`src/rtl/bitserial_mac_seq_if.sv`:
```
// Bundle of handshake and data signals between the activation/weight source,
// the bit-serial MAC sequencer and the MAC array.
//   w_start/w_valid/w_ready/w_data : weight-load handshake (one weight row per beat)
//   w_loaded                       : full weight matrix resident
//   a_valid/a_ready/a_data         : activation row handshake
//   mac_valid/mac_data1..4/mac_last: bit-plane stream towards the MAC array
//   busy                           : sequencer not idle
// The master modport is the source side; the slave modport is the sequencer.
interface bitserial_mac_seq_if #(
  parameter int N_K   = 32,
  parameter int N_COL = 4,
  parameter int DW    = 4
);
  logic                   w_start;
  logic                   w_valid;
  logic                   w_ready;
  logic [N_COL*DW-1:0]    w_data;
  logic                   w_loaded;
  logic                   a_valid;
  logic                   a_ready;
  logic [N_K*DW-1:0]      a_data;
  logic                   mac_valid;
  logic [N_K*DW-1:0]      mac_data1;
  logic [N_K*DW-1:0]      mac_data2;
  logic [N_K*DW-1:0]      mac_data3;
  logic [N_K*DW-1:0]      mac_data4;
  logic                   mac_last;
  logic                   busy;

  modport master (
    output w_start, w_valid, w_data, a_valid, a_data,
    input  w_ready, w_loaded, a_ready, mac_valid,
           mac_data1, mac_data2, mac_data3, mac_data4, mac_last, busy
  );

  modport slave (
    input  w_start, w_valid, w_data, a_valid, a_data,
    output w_ready, w_loaded, a_ready, mac_valid,
           mac_data1, mac_data2, mac_data3, mac_data4, mac_last, busy
  );
endinterface

```
`src/rtl/bitserial_mac_seq.sv`:
```
// Sequencer for a 4-column bit-serial MAC array. Holds an N_K x N_COL matrix
// of DW-bit weights and turns each accepted activation row into DW bit-planes,
// MSB first, one per cycle. Each plane is presented as AND-masked partial
// product words, one per column.
// Ports:
//   clk : rising-edge clock
//   rst : synchronous active-high reset
//   bus : bitserial_mac_seq_if.slave (weight load, activation row, MAC stream)
//
// state  | meaning
// -------+-------------------------------------------------------------
// IDLE   | waiting; w_start begins a load, a loaded matrix accepts rows
// LOAD_W | accepting weight beats k=0..N_K-1 (w_ready=1)
// RUN    | streaming bit-planes of the latched row, bp = plane shown
module bitserial_mac_seq #(
  parameter int N_K   = 32,
  parameter int N_COL = 4,
  parameter int DW    = 4
) (
  input  logic                clk,
  input  logic                rst,
  bitserial_mac_seq_if.slave  bus
);

  localparam int CNT_W = $clog2(N_K);
  localparam int BP_W  = (DW > 1) ? $clog2(DW) : 1;
  localparam logic [BP_W-1:0]  BP_MSB   = BP_W'(DW - 1);
  localparam logic [CNT_W-1:0] CNT_LAST = CNT_W'(N_K - 1);

  localparam logic [1:0] S_IDLE   = 2'd0;
  localparam logic [1:0] S_LOAD_W = 2'd1;
  localparam logic [1:0] S_RUN    = 2'd2;

  logic [1:0]            state;
  logic [CNT_W-1:0]      cnt;
  logic [BP_W-1:0]       bp;
  logic [N_K*DW-1:0]     act;
  logic [N_COL*DW-1:0]   w_mem [N_K];

  logic                  w_loaded_q;
  logic                  mac_valid_q;
  logic                  mac_last_q;
  logic [N_K*DW-1:0]     mac_q [N_COL];

  logic                  a_ready_c;
  logic                  accept;
  logic                  advance;
  logic [N_K*DW-1:0]     plane_row;
  logic [BP_W-1:0]       plane_bp;
  logic [N_K*DW-1:0]     plane_word [N_COL];

  // w_start wins over a pending row in IDLE; in RUN a new row may only enter
  // on the last plane so the stream stays gap-free.
  assign a_ready_c = w_loaded_q && !bus.w_start &&
                     ((state == S_IDLE) || ((state == S_RUN) && (bp == '0)));
  assign accept    = bus.a_valid && a_ready_c;
  assign advance   = (state == S_RUN) && (bp != '0);

  // Next plane to present: MSB of a freshly accepted row, else the next lower
  // plane of the current row. Outputs are registered from this.
  always_comb begin
    plane_row = accept ? bus.a_data : act;
    plane_bp  = accept ? BP_MSB : (bp - 1'b1);
    for (int c = 0; c < N_COL; c++) begin
      plane_word[c] = '0;
      for (int k = 0; k < N_K; k++) begin
        plane_word[c][k*DW +: DW] = {DW{plane_row[k*DW + int'(plane_bp)]}} &
                                    w_mem[k][c*DW +: DW];
      end
    end
  end

  always_ff @(posedge clk) begin
    if (rst) begin
      state       <= S_IDLE;
      cnt         <= '0;
      bp          <= '0;
      w_loaded_q  <= 1'b0;
      mac_valid_q <= 1'b0;
      mac_last_q  <= 1'b0;
      for (int c = 0; c < N_COL; c++) mac_q[c] <= '0;
    end else begin
      case (state)
        S_IDLE: begin
          if (bus.w_start) begin
            state      <= S_LOAD_W;
            w_loaded_q <= 1'b0;
            cnt        <= '0;
          end else if (accept) begin
            state <= S_RUN;
          end
        end
        S_LOAD_W: begin
          if (bus.w_valid) begin
            cnt <= cnt + 1'b1;
            if (cnt == CNT_LAST) begin
              state      <= S_IDLE;
              w_loaded_q <= 1'b1;
            end
          end
        end
        S_RUN: begin
          if ((bp == '0) && !accept) state <= S_IDLE;
        end
        default: state <= S_IDLE;
      endcase

      if (accept)       bp <= BP_MSB;
      else if (advance) bp <= bp - 1'b1;

      if (accept || advance) begin
        mac_valid_q <= 1'b1;
        mac_last_q  <= (plane_bp == '0);
        for (int c = 0; c < N_COL; c++) mac_q[c] <= plane_word[c];
      end else begin
        mac_valid_q <= 1'b0;
        mac_last_q  <= 1'b0;
        for (int c = 0; c < N_COL; c++) mac_q[c] <= '0;
      end
    end
  end

  // Weight buffer and activation latch are data-path only; no reset needed.
  always_ff @(posedge clk) begin
    if ((state == S_LOAD_W) && bus.w_valid) w_mem[cnt] <= bus.w_data;
    if (accept) act <= bus.a_data;
  end

  assign bus.w_ready   = (state == S_LOAD_W);
  assign bus.w_loaded  = w_loaded_q;
  assign bus.a_ready   = a_ready_c;
  assign bus.mac_valid = mac_valid_q;
  assign bus.mac_last  = mac_last_q;
  assign bus.mac_data1 = mac_q[0];
  assign bus.mac_data2 = mac_q[1];
  assign bus.mac_data3 = mac_q[2];
  assign bus.mac_data4 = mac_q[3];
  assign bus.busy      = (state != S_IDLE);

endmodule
```
`src/flat_wrapper.sv`:
```
// flat-port wrapper written by rule: the top's interface ports become plain ports
module bitserial_mac_seq_flat 
#(
  parameter int N_K   = 32,
  parameter int N_COL = 4,
  parameter int DW    = 4
)
  (clk, rst, bus_w_start, bus_w_valid, bus_w_data, bus_a_valid, bus_a_data, bus_w_ready, bus_w_loaded, bus_a_ready, bus_mac_valid, bus_mac_data1, bus_mac_data2, bus_mac_data3, bus_mac_data4, bus_mac_last, bus_busy);
  bitserial_mac_seq_if #(.N_K(N_K), .N_COL(N_COL), .DW(DW)) bus_i ();
  input  logic clk;
  input  logic rst;
  input wire logic [$bits(bus_i.w_start)-1:0] bus_w_start;
  input wire logic [$bits(bus_i.w_valid)-1:0] bus_w_valid;
  input wire logic [$bits(bus_i.w_data)-1:0] bus_w_data;
  input wire logic [$bits(bus_i.a_valid)-1:0] bus_a_valid;
  input wire logic [$bits(bus_i.a_data)-1:0] bus_a_data;
  output wire logic [$bits(bus_i.w_ready)-1:0] bus_w_ready;
  output wire logic [$bits(bus_i.w_loaded)-1:0] bus_w_loaded;
  output wire logic [$bits(bus_i.a_ready)-1:0] bus_a_ready;
  output wire logic [$bits(bus_i.mac_valid)-1:0] bus_mac_valid;
  output wire logic [$bits(bus_i.mac_data1)-1:0] bus_mac_data1;
  output wire logic [$bits(bus_i.mac_data2)-1:0] bus_mac_data2;
  output wire logic [$bits(bus_i.mac_data3)-1:0] bus_mac_data3;
  output wire logic [$bits(bus_i.mac_data4)-1:0] bus_mac_data4;
  output wire logic [$bits(bus_i.mac_last)-1:0] bus_mac_last;
  output wire logic [$bits(bus_i.busy)-1:0] bus_busy;
  assign bus_i.w_start = bus_w_start;
  assign bus_i.w_valid = bus_w_valid;
  assign bus_i.w_data = bus_w_data;
  assign bus_i.a_valid = bus_a_valid;
  assign bus_i.a_data = bus_a_data;
  assign bus_w_ready = bus_i.w_ready;
  assign bus_w_loaded = bus_i.w_loaded;
  assign bus_a_ready = bus_i.a_ready;
  assign bus_mac_valid = bus_i.mac_valid;
  assign bus_mac_data1 = bus_i.mac_data1;
  assign bus_mac_data2 = bus_i.mac_data2;
  assign bus_mac_data3 = bus_i.mac_data3;
  assign bus_mac_data4 = bus_i.mac_data4;
  assign bus_mac_last = bus_i.mac_last;
  assign bus_busy = bus_i.busy;
  bitserial_mac_seq #(.N_K(N_K), .N_COL(N_COL), .DW(DW)) u_core (.clk(clk), .rst(rst), .bus(bus_i));
endmodule
```
`config.mk`:
```
export PLATFORM = sky130hd
export DESIGN_NAME = bitserial_mac_seq_flat
export DESIGN_NICKNAME = d
export VERILOG_FILES = /design/src/rtl/bitserial_mac_seq_if.sv /design/src/rtl/bitserial_mac_seq.sv /design/src/flat_wrapper.sv
export SDC_FILE = /design/constraint.sdc
export NUM_CORES = 1
export LEC_CHECK = 0
export CORE_ASPECT_RATIO = 0.5
export CORE_MARGIN = 2
export CORE_UTILIZATION = 49
export CTS_CLUSTER_DIAMETER = 40
export DETAILED_ROUTE_END_ITERATION = 8
export MAX_ROUTING_LAYER = met4
export PLACE_DENSITY = 0.86
export SLEW_MARGIN = 15
export SYNTH_ARGS = -nofsm -noshare
export SYNTH_HDL_FRONTEND = slang
export SYNTH_SLANG_ARGS = --single-unit
```
`constraint.sdc`:
```
create_clock -name clk -period 5.1 [get_ports clk]
set_input_delay 1.02 -clock clk [delete_from_list [all_inputs] [get_ports clk]]
set_output_delay 1.02 -clock clk [all_outputs]
set_load 0.05 [all_outputs]
```
After elaboration in Yosys (flattened, before gate mapping)
Memory sizes are Yosys's and may differ from the RTL's.
Cells that the tools add are included.
- register bits: 140
- memories: 2
- output and inout bits: 518
- bits in writable memories: 1024
- $lt $le $gt $ge: 32
- bitwise operators: 137
- equal/unequal tests: 8
- multiplexer cells: 130
- add/subtract/negate cells: 33
- reductions and logical operators: 22
- memories (name ; depth ; bits a word ; read ports ; clocked after memory_dff ; wr ports ; line ; RTL):
    u_core.mac_q ; 4 ; 128 ; 4 ; 0 ; 4 ; bitserial_mac_seq.sv:43 ; logic [N_K*DW-1:0] mac_q [N_COL];
    u_core.w_mem ; 32 ; 16 ; 32 ; 0 ; 1 ; bitserial_mac_seq.sv:38 ; logic [N_COL*DW-1:0] w_mem [N_K];
- operators by type and width (operator ; count):
    two-way mux 128 bit ; 9
    < comparator 32 x 9 -> 1 bit, second input constant ; 31
    AND 4 bit ; 128
    binary-select mux 1 bit (select 7 bit) ; 31
    adder 7 x 2 -> 8 bit, first input constant ; 16
    two-way mux 1 bit ; 76
    adder 6 x 2 -> 7 bit, first input constant ; 8
    adder 5 x 2 -> 6 bit, first input constant ; 4
    two-way mux 2 bit ; 8
    adder 4 x 2 -> 5 bit, first input constant ; 2
    two-way mux 5 bit ; 2
    case mux 5 bit (2 select lines) ; 1
    < comparator 2 x 8 -> 1 bit, second input constant ; 1
    bitwise OR 1 bit ; 8
    AND reduction 4 bit ; 2
    nonzero test 2 bit ; 4
    logical AND 1 bit ; 7
    zero test 2 bit ; 3
    != test 2 bit, second input constant ; 3
    case mux 2 bit (3 select lines) ; 1
    adder 5 x 1 -> 5 bit, second input constant ; 1
    == test 5 bit, second input constant ; 1
    adder 3 x 2 -> 4 bit, first input constant ; 1
    != test 3 x 2 -> 1 bit, second input constant ; 1
    other kinds (11) ; 13

Depth between registers and ports, before layout
- word-level depth: 13
- mapped depth: 12

Worst setup path before layout
No wires, ideal clock.
- kind: register to output
- start point: register u_core.bp[0]
- end point: output port bus_a_ready
- path buffers: 5
- setup slack: 2.140 ns
- stages on the path, launching flop included: 10
- data arrival time: 1.940 ns
- path through: dfxtp_1 buf_6 buf_12 buf_8 inv_1 ha_1 nand2b_1 buf_4 buf_4 and4_1
- cells in the longest elaborated chain, start to end: 4
- RTL lines (item ; line ; RTL):
    start: declaration ; bitserial_mac_seq.sv:36 ; logic [BP_W-1:0] bp;
    start signal: assignment ; bitserial_mac_seq.sv:109 ; else if (advance) bp <= bp - 1'b1;
    zero test 2 bit ; bitserial_mac_seq.sv:55 ; ((state == S_IDLE) || ((state == S_RUN) && (bp == '0)));
    logical AND 1 bit ; bitserial_mac_seq.sv:55 ;
    logical OR 1 bit ; bitserial_mac_seq.sv:55 ;
    logical AND 1 bit ; bitserial_mac_seq.sv:54 ; assign a_ready_c = w_loaded_q && !bus.w_start &&
    end: declaration ; flat_wrapper.sv:19 ; output wire logic [$bits(bus_i.a_ready)-1:0] bus_a_ready;
No other way between the ends.

Worst setup path in the final report
- start point: register u_core.state[0]
- end point: output port bus_busy
- cells in the longest elaborated chain, start to end: 1
- RTL lines (item ; line ; RTL):
    start: declaration ; bitserial_mac_seq.sv:34 ; logic [1:0] state;
    start signal: assignment ; bitserial_mac_seq.sv:75 ; state <= S_IDLE;
    start signal: assignment ; bitserial_mac_seq.sv:86 ; state <= S_LOAD_W;
    start signal: assignment ; bitserial_mac_seq.sv:90 ; state <= S_RUN;
    nonzero test 2 bit ; bitserial_mac_seq.sv:138 ; assign bus.busy = (state != S_IDLE);
    end: declaration ; flat_wrapper.sv:26 ; output wire logic [$bits(bus_i.busy)-1:0] bus_busy;
No other way between the ends.

==> flow_metrics.env <==
export IMPL_layout_nets=3808
export IMPL_hold_viol_final=0
export IMPL_synth_ff_type="edfxtp_1"
export IMPL_status="complete, no violations"
export IMPL_drt_iter0_markers=3167
export IMPL_worst_path_buf_inv=3
export IMPL_final_min_clock_period_ns=4.20
export IMPL_antenna_found_initial=23
export IMPL_synth_cell_types=46
export IMPL_maxCapViolations=0
export IMPL_cts_repair_resized=0
export IMPL_gp_congestion=0.873
export IMPL_seq_area_frac_synth=0.732
export IMPL_slew_headroom=0.175
export IMPL_synth_area_mm2=0.0424
export IMPL_cp_arrival_ns=3.18
export IMPL_yosys_top_cells_count="edfxtp_1, inv_1, a211oi_1, dfxtp_1, mux2_2"
export IMPL_numCtsBuffers=103
export IMPL_startpoint_type="flop"
export IMPL_grt_max_degree=106
export IMPL_die_y_um=212
export IMPL_drv_slew=0
export IMPL_wl_per_cell_um=25.5
export IMPL_htree_levels=3
export IMPL_ctsRootBufferMaster="clkbuf_16"
export IMPL_insertion_delay_ns=0.70
export IMPL_track_usage=0.284
export IMPL_critical_path_max_stage_delay_ns=0.80
export IMPL_postCtsSetupRepairBufs=0
export IMPL_fin_crit_sh=0.824
export IMPL_via_per_inst=5.44
export IMPL_syn_inst=2726
export IMPL_final_core_util=0.631
export IMPL_synthToLayoutAreaGrowth_pct=27.9
export IMPL_num_io_pins=667
export IMPL_ctsHoldBuffers=0
export IMPL_critical_path_top_delay_family="buffers and inverters"
export IMPL_ant_nets=0
export IMPL_synth_top_cell_area_share=0.545
export IMPL_fin_ws_ns=0.897
export IMPL_ys_ff_latch=1164
export IMPL_start_util=0.493
export IMPL_cts_tree="built"
export IMPL_grt_pass1_wl_um=176000
export IMPL_first_pass_iters=7
export IMPL_rsz0062_at_grt="no"
export IMPL_synth_largest_area_cell="edfxtp_1"
export IMPL_overflow=0
export IMPL_hp_class="flop to flop"
export IMPL_die_x_um=420
export IMPL_holdPathStages=2
export IMPL_clk_pin_slew_ns=0.07
export IMPL_r2r_cells=6
export IMPL_hpwlAfterDp_um=79100
export IMPL_port_buffers=666
export IMPL_worst_pin_slew_ns=1.24
export IMPL_power_density_mw_per_mm2=355
export IMPL_place_worst_setup_slack_ns=1.24
export IMPL_crit_chain="buf_4, nor2_1, inv_1, clkdlybuf4s50_1"
export IMPL_synth_area_leaders="edfxtp_1, dfxtp_1, a211oi_1"
export IMPL_cpMaxStageDelayCell="clkdlybuf4s50_1"
export IMPL_critPathRequiredTime_ns=4.08
export IMPL_critPathMaxFanout=27
export IMPL_cts_sinks=1164
export IMPL_syn_area_per_cell_um2=15.5
export IMPL_leakagePower_nw=20.2
export IMPL_end_kind="output pin"
export IMPL_grt_pass1_vias=26800
export IMPL_finalPower_mw=19.2
export IMPL_max_freq_ghz=0.238
export IMPL_wirelength_um=126000
export IMPL_clock_skew_ns=0.0313
export IMPL_finalSetupViolCount=0
export IMPL_crit_type="flop to output pin"
export IMPL_coreArea_mm2=0.0859
export IMPL_cp_depth=4
export IMPL_yosysMostFrequentCell="edfxtp_1"
export IMPL_ys_warn_count=0
export IMPL_ir_worst_vdd_uv=261
export IMPL_rows=76
export IMPL_cts_buffer_depth=3
export IMPL_synth_edf_count=768
export IMPL_die_area_mm2=0.0889
export IMPL_vias=26800
export IMPL_drive_gt1_frac=0.131
export IMPL_tns_ns=0
export IMPL_async_reset_ff_frac=0
export IMPL_drc=0
## per-layer routing
| metal | wire (um) | track usage |
|---|---|---|
| met4 | 10800 | 0.237 |
| met1 | 42000 | 0.303 |
| met5 | 0 | - |
| met2 | 63800 | 0.465 |
| met3 | 9040 | 0.0500 |
## tightest hold or removal path, stage by stage (launching register included)
cell and delay [ns]:
dfxtp_1 0.31, inv_1 0.04, o21ai_0 0.07
## power breakdown
group	leakage, nW	switching [mW]	internal [mW]
sequential	10.2	0.0593	10.1
combinational	8.30	0.727	0.280
clock	1.70	3.56	4.45
total	20.2	4.35	14.9
## logic make-up after synthesis
family | synth area share
AO/OA/AOI/OAI | 0.117
XOR/XNOR | 0.000414
adder cells (fa/ha/maj) | 0.00177
buffers and inverters | 0.0808
flip-flops | 0.732
multiplexers | 0.0435
other | 0.0000885
AND/OR/NAND/NOR | 0.0247
## final timing paths
check | to | start | slack, ns
worst min-delay path | u_core.act[23]$_DFF_P_ | u_core.act[23]$_DFF_P_ | 0.48
worst min register to register | u_core.act[23]$_DFF_P_ | u_core.act[23]$_DFF_P_ | 0.48
worst max-delay path | bus_busy | u_core.state[0]$_SDFFE_PP0P_ | 0.90
worst max register to register | u_core.mac_q[1][111]$_SDFFCE_PP0P_ | u_core.bp[0]$_SDFFE_PP0P_ | 2.02
## layout by cell type, fill, tap and decap left out, types with 3 or more instances in the layout
master / netlist / layout
clkbuf_8: 0 / 13
clkbuf_1: 20 / 21
and3b_1: 5 / 4
clkinv_4: 0 / 6
nor2b_1: 3 / 3
diode_2: 0 / 20
nor2_1: 37 / 36
dfxtp_1: 396 / 394
a21oi_1: 6 / 6
ha_1: 6 / 5
o21ai_0: 39 / 39
bufinv_16: 0 / 7
inv_1: 552 / 552
clkbuf_16: 0 / 107
edfxtp_1: 768 / 768
a211oi_2: 37 / 37
inv_4: 0 / 3
conb_1: 1 / 256
buf_4: 36 / 68
clkinv_2: 1 / 16
nand4_2: 3 / 3
nand3b_1: 4 / 4
nand4_4: 29 / 29
clkinv_1: 0 / 3
mux4_2: 21 / 21
mux4_1: 11 / 11
buf_2: 60 / 16
inv_6: 0 / 7
a211oi_1: 475 / 475
mux2_2: 96 / 96
buf_12: 7 / 5
nand2_1: 7 / 7
clkinvlp_4: 0 / 6
clkdlybuf4s50_1: 0 / 650
o31ai_4: 30 / 30
nand3_1: 3 / 3
## layout make-up
class / instances / area (um^2)
Fill cell: 5741 / 31700
Sequential cell: 1164 / 31000
Multi-Input combinational cell: 1092 / 8940
Timing Repair Buffer: 739 / 7200
Clock buffer: 144 / 2950
Inverter: 553 / 2080
Tap cell: 1170 / 1460
Clock inverter: 50 / 513
Antenna cell: 20 / 50.0
## sequential cells by signal (all words and copies together), names as in the netlist
signal / flops
u_core.act: 128
u_core.bp: 2
u_core.bus.mac_last: 1
u_core.bus.mac_valid: 1
u_core.bus.w_loaded: 1
u_core.cnt: 5
u_core.mac_q: 512
u_core.state: 2
u_core.w_mem: 512
## per-stage QoR
stage / hold slack, ns / std cells / cell area, um^2
floorplan: 0.438 / 2981 / 43300
global placement: 0.450 / 4718 / 50700
detailed placement: 0.455 / 4718 / 50700
CTS: 0.472 / 4912 / 54100
global route: 0.493 / 4931 / 54200
finish: 0.477 / 4932 / 54200
Note: power is estimated with default switching activity, not from simulation.
